--- config.mk ---
export PLATFORM = sky130hd
export DESIGN_NAME = swap_reg_slave
export DESIGN_NICKNAME = d
export VERILOG_FILES = /design/src/rtl/swap_reg_slave.sv
export SDC_FILE = /design/constraint.sdc
export NUM_CORES = 1
export LEC_CHECK = 0
export CAP_MARGIN = 25
export CORE_MARGIN = 2
export CORE_UTILIZATION = 35
export DETAILED_ROUTE_END_ITERATION = 7
export GPL_ROUTABILITY_DRIVEN = 0
export PLACE_DENSITY = 0.48
export SLEW_MARGIN = 20
export SYNTH_ARGS = -nofsm -noshare
export SYNTH_HDL_FRONTEND = slang
export SYNTH_SLANG_ARGS = --single-unit
export TNS_END_PERCENT = 1
--- constraint.sdc ---
create_clock -name clk -period 2.7 [get_ports clk]
set_input_delay 0.405 -clock clk [delete_from_list [all_inputs] [get_ports clk]]
set_output_delay 0.405 -clock clk [all_outputs]
set_load 0.01 [all_outputs]
--- src/rtl/swap_reg_slave.sv ---
// Bus slave holding a 2**ADDR_W x DATA_W register array; every accepted request
// atomically swaps the addressed entry with the request data after WAIT_CYCLES wait states.
module swap_reg_slave #(
    parameter int WAIT_CYCLES = 2,
    parameter int ADDR_W      = 4,
    parameter int DATA_W      = 4
) (
    input  logic              clk,
    input  logic              rst_n,
    input  logic              slv_valid,
    input  logic [ADDR_W-1:0] slv_addr,
    input  logic [DATA_W-1:0] slv_wdata,
    output logic [DATA_W-1:0] slv_rdata,
    output logic              slv_ready,
    output logic [4:0]        bus_out
);

    localparam int DEPTH = 2 ** ADDR_W;

    typedef enum logic [1:0] {
        ST_IDLE = 2'd0,
        ST_WAIT = 2'd1,
        ST_RESP = 2'd2
    } state_t;

    state_t              state_reg, state_next;
    logic [2:0]          wait_cnt_reg, wait_cnt_next;
    logic [ADDR_W-1:0]   addr_reg, addr_next;
    logic [DATA_W-1:0]   wdata_reg, wdata_next;
    logic [DATA_W-1:0]   mem_reg [DEPTH];

    always_comb begin
        state_next    = state_reg;
        wait_cnt_next = wait_cnt_reg;
        addr_next     = addr_reg;
        wdata_next    = wdata_reg;
        case (state_reg)
            ST_IDLE: begin
                if (slv_valid) begin
                    addr_next  = slv_addr;
                    wdata_next = slv_wdata;
                    if (WAIT_CYCLES > 0) begin
                        state_next    = ST_WAIT;
                        wait_cnt_next = 3'(WAIT_CYCLES);
                    end else begin
                        state_next = ST_RESP;
                    end
                end
            end
            ST_WAIT: begin
                if (wait_cnt_reg == 3'd1) begin
                    state_next = ST_RESP;
                end else begin
                    wait_cnt_next = wait_cnt_reg - 3'd1;
                end
            end
            ST_RESP: state_next = ST_IDLE;
            default: state_next = ST_IDLE;
        endcase
    end

    // Response registers load on entry to RESP so ready/rdata line up with the RESP cycle.
    always_ff @(posedge clk or negedge rst_n) begin
        if (!rst_n) begin
            state_reg    <= ST_IDLE;
            wait_cnt_reg <= '0;
            addr_reg     <= '0;
            wdata_reg    <= '0;
            slv_ready    <= 1'b0;
            slv_rdata    <= '0;
            bus_out      <= '0;
        end else begin
            state_reg    <= state_next;
            wait_cnt_reg <= wait_cnt_next;
            addr_reg     <= addr_next;
            wdata_reg    <= wdata_next;
            slv_ready    <= (state_next == ST_RESP);
            if (state_next == ST_RESP) begin
                slv_rdata <= mem_reg[addr_next];
            end
            if (state_reg == ST_RESP) begin
                bus_out <= bus_out + 5'd1;
            end
        end
    end

    // Write lands at the end of RESP, so the read above always sees the old value.
    always_ff @(posedge clk or negedge rst_n) begin
        if (!rst_n) begin
            for (int i = 0; i < DEPTH; i++) begin
                mem_reg[i] <= '0;
            end
        end else if (state_reg == ST_RESP) begin
            mem_reg[addr_reg] <= wdata_reg;
        end
    end

endmodule

======== Yosys cells after proc, flatten, opt, wreduce, memory -nomap -nowiden ========
Index checks and enable logic that the tools add are counted.
Widths: inputs -> output; s select.
operators by class
  add/subtract/negate cells ............... 2
  $lt $le $gt $ge ......................... 3
  multiplexer cells ....................... 14
  equality and inequality tests ........... 6
  reductions and logical operators ........ 5
  bitwise operators ....................... 2
operator list
  cell                 count
  $bwmux 64            1
  $mux 4               5
  $bmux 4 s4           1
  $demux 4 s4          1
  $ge 5x5->1 const B   2
  $not 4->5            2
  $mux 3               2
  $pmux 3 s2           1
  $add 5x1->5 const B  1
  $lt 5x1->1 const B   1
  $eq 2x2->1 const B   2
  $mux 2               2
  $ne 2x2->1 const B   2
  $pmux 2 s2           1
  $eq 3x1->1 const B   1
  $reduce_and 3->1     1
  $sub 3x1->3 const B  1
  $eq 2x1->1 const B   1
  $logic_not 2->1      1
  $reduce_and 2->1     1
  $reduce_bool 2->1    1
  $logic_and 1x1->1    1
word-level totals
  flip-flop bits (word level) ............. 87
  logic and storage cells ................. 55
  input bits .............................. 11

======== Logic depth before layout (Yosys ltp) ========
  word-level depth ........................ 6
  depth in mapped cells ................... 11

======== Worst setup path after synthesis ========
OpenSTA, ideal clock, no wires.
  path type ............................... register to register
  start point ............................. register state_reg[0]
  end point ............................... register slv_rdata[3]
  cell stages (with the launch flop) ...... 10
  setup slack ............................. 0.541 ns
  setup time .............................. 0.131 ns
  arrival time ............................ 2.029 ns
  period minus slack after synthesis ...... 2.159 ns
  required time ........................... 2.569 ns
  cell sequence ........................... dfrtp_1 > buf_4 > nor3b_2 > buf_6 > mux2i_4 > inv_2 > mux4_1 > mux2_2 > a211oi_2 > a211oi_1
between the ends
  cells in the longest elaborated chain, start to end .. 6
ends and longest elaborated chain
  what                                        RTL line  source
  start: declaration                          26        state_t state_reg, state_next;
  start signal: assignment                    73        state_reg <= state_next;
  $logic_not 2->1                             37        case (state_reg)
  $mux 4                                      37
  $not 4->5 (implied by the code)             79        slv_rdata <= mem_reg[addr_next];
  $bmux 4 s4                                  79
  $mux 4 (implied by the code) (2 in series)  79
  end signal: assignment                      79
  end: declaration                            13        output logic [DATA_W-1:0] slv_rdata,
Parallel ways exist; a longest one is shown, timed or not. The select of a mux whose other input is x is not followed.
A chain may end at the register's enable or synchronous reset.

======== Worst setup path after layout ========
  start point ............................. input port slv_valid
  end point ............................... register slv_rdata[3]
between the ends
  cells in the longest elaborated chain, start to end .. 6
ends and longest elaborated chain
  what                                        RTL line  source
  start: declaration                          10        input logic slv_valid,
  $mux 4                                      39        if (slv_valid) begin
  $mux 4                                      37
  $not 4->5 (implied by the code)             79
  $bmux 4 s4                                  79
  $mux 4 (implied by the code) (2 in series)  79
Parallel ways exist; a longest one is shown, timed or not. The select of a mux whose other input is x is not followed.

==> results.toml <==
[sta]
setup_viol = 0
skew_ns = 0.00537
finalHoldViolCount = 0
max_freq_ghz = 0.441
fin_crit_ns = 2.27
drv_slew = 0
fin_tns_setup_ns = 0
rsz0062_at_grt = "no"
finalCritPeriodShare = 0.839
tightest_slew_ns = 0.733
timing.max_slew.rel_slack = 0.512

[logic_synthesis]
synth-edff-count = 0
yosys_most_used_dff = "dfrtp_1"
syn_inst = 355
async_flop_share = 1.00
ys_seq_area_frac = 0.518
yosys.cell_types.count = 45
syn_area_per_cell_um2 = 11.8
ys_warn_count = 0
netlist_area_mm2 = 0.00420
yosys_register_bits = 87
syn-num-nets = 369

[layout]
diodes = 0
final_common_cell = "dfrtp_1"
multiInputGateArea_mm2 = 0.00188
drive_gt1_frac = 0.295
final_cell_mix = "dfrtp_1 (87), mux2_2 (69), nand2_1 (63)"
num-nets-final = 400
syn2layout_area_growth_pct = 17.7
largest_reg_flops = 64
ff_latch_area_mm2 = 0.00218
final_util = 0.417
nFillCells = 1119

[clock_tree]
cts.clk_slew.worst_paths_ns = 0.06
cts_setup_buffers = 0
cts_buffers = 9
cts_tree = "built"
cts-root-buf = "clkbuf_16"
cts-htree-levels = 3
cts_resized = 0
ctsHoldBuffers = 0
worstSkewPairLatency_ns = 0.35
cts_sinks = 87
clk_path_buf_depth = 2

[grt]
grt_pass1_vias = 3054
grt_pass1_wl_um = 17600
globalRouteOverflowTotal = 0
grt_use_total = 0.184
grt_start_max_net_pins = 46
antenna_found_initial = 0

[floorplanning]
core_mm2 = 0.0119
ios = 21
die_h_um = 114
die_width_um = 114
rows = 40
dieArea_mm2 = 0.0129
initial_core_util = 0.354

[placed_design]
port_buffers = 20
hpwlAfterDp_um = 7650

[power]
p_leak_nw = 2.29
power_w = 0.00520
seq_power_share = 0.417
intPower_w = 0.00329
p_per_area_mw_per_mm2 = 1050
swShare = 0.367
combPwrFrac = 0.350
switchingPower_w = 0.00191
vdd_ir_drop_max_mv = 0.359
clockPowerShare = 0.233

[critical_path]
end_kind = "register"
worstPathRequired_ns = 2.93
path_class = "primary input to register"
startpoint_type = "primary input"
arrival_ns = 2.49
critPathMaxFanout = 10

[routing]
via_count = 2840
ant_nets = 0
wl_per_cell_um = 20.1
drtIter0Drc = 236
drcViolationCount = 0
vias_per_cell = 5.29
drt_pass1_iterations = 4
drt_wl_total_um = 10800

[run]
drv_cap = 0

[worst_hold_path]
hp-class = "primary input to asynchronous set/reset pin"

[outcome]
status = "finished clean"
[power by group through the flow]
stage | Sequential [W] | Clock, W | Combinational [W]
floorplan | 0.00192 | 0 | 0.00134
global placement | 0.00220 | 0 | 0.00180
detailed placement | 0.00219 | 0 | 0.00182
CTS | 0.00217 | 0.00124 | 0.00183
global route | 0.00224 | 0.00130 | 0.00200
finish | 0.00217 | 0.00121 | 0.00182
[worst paths after layout]
check / slack, ns / start / end / depth (start not counted)
min in group clk: 0.47 / bus_out[4] / bus_out[4] / 1
hold / removal: 0.05 / rst_n / bus_out[4] / 1
setup reg to reg: 0.47 / state_reg[0] / slv_rdata[0] / 8
setup / recovery: 0.43 / slv_valid / slv_rdata[3] / 9
hold reg to reg: 0.47 / bus_out[4] / bus_out[4] / 1
max in group asynchronous: 2.00 / rst_n / mem_reg[46] / 2
[logic make-up (layout without fill, tap and decap cells)]
logic type | Yosys count | in the layout | synth area share
fa+ha+maj | 3 | 3 | 0.00894
simple gates | 109 | 109 | 0.119
compound gates | 46 | 46 | 0.0819
buf+inv | 27 | 62 | 0.0343
flops | 87 | 87 | 0.518
mux | 79 | 79 | 0.229
xor+xnor | 4 | 4 | 0.00834
[final cells by class]
cell class                 instances  share of cell area
clock buffer                      11              0.0471
clock inverter                     4             0.00962
inverter                           7             0.00532
multi-input combinational        241               0.380
sequential                        87               0.440
tap                              147              0.0372
timing repair buffer              40              0.0805
[worst max-delay path: stages]
cell             delay [ns]
clkdlybuf4s50_1        0.51
nor3b_2                0.26
buf_12                 0.18
mux2i_4                0.25
inv_2                  0.08
mux4_1                 0.22
mux2_2                 0.28
a211oi_2               0.23
a211oi_1               0.07
[cell usage after synthesis (2+ instances only)]
cell	count	area (µm²)
buf_4	2	15.0
nor2_1	9	33.8
clkbuf_1	10	37.5
nand4_1	4	25.0
nor2b_1	7	43.8
mux4_1	2	52.6
buf_6	4	45.0
ha_1	3	37.5
mux2i_4	2	45.0
inv_2	2	7.51
mux4_2	2	45.0
a21oi_1	13	65.1
mux2_2	69	777
buf_2	4	20.0
inv_1	5	18.8
a22o_1	3	26.3
dfrtp_1	87	2180
nand2_1	63	236
o21ai_0	3	15.0
mux2i_1	4	40.0
nand3_1	10	50.1
a22oi_1	9	67.6
nor3b_1	2	15.0
a221oi_2	2	30.0
nor3_1	6	30.0
nand3b_1	2	15.0
a211oi_1	4	30.0
a221oi_1	2	17.5
xnor2_1	4	35.0
[metrics by stage]
step | setup WS (ns) | hold WS (ns) | instances | area (µm²)
3_5_place_dp | 0.0957 | 0.446 | 522 | 4660
3_3_place_gp | 0.106 | 0.446 | 522 | 4660
5_1_grt | 0.291 | 0.0982 | 537 | 4940
2_1_floorplan | 0.541 | 0.109 | 355 | 4200
4_1_cts | 0.453 | 0.0739 | 537 | 4940
6_report | 0.435 | 0.0467 | 537 | 4940
[per-layer routing]
layer | vias up | GRT usage | wire, µm
met5 | - | 0 | 0
li1 | 1333 | - | -
met2 | 51 | 0.286 | 4940
met3 | 19 | 0.0308 | 404
met1 | 1437 | 0.251 | 5170
met4 | 0 | 0.0894 | 287
Power figures use the tool's default switching activity.
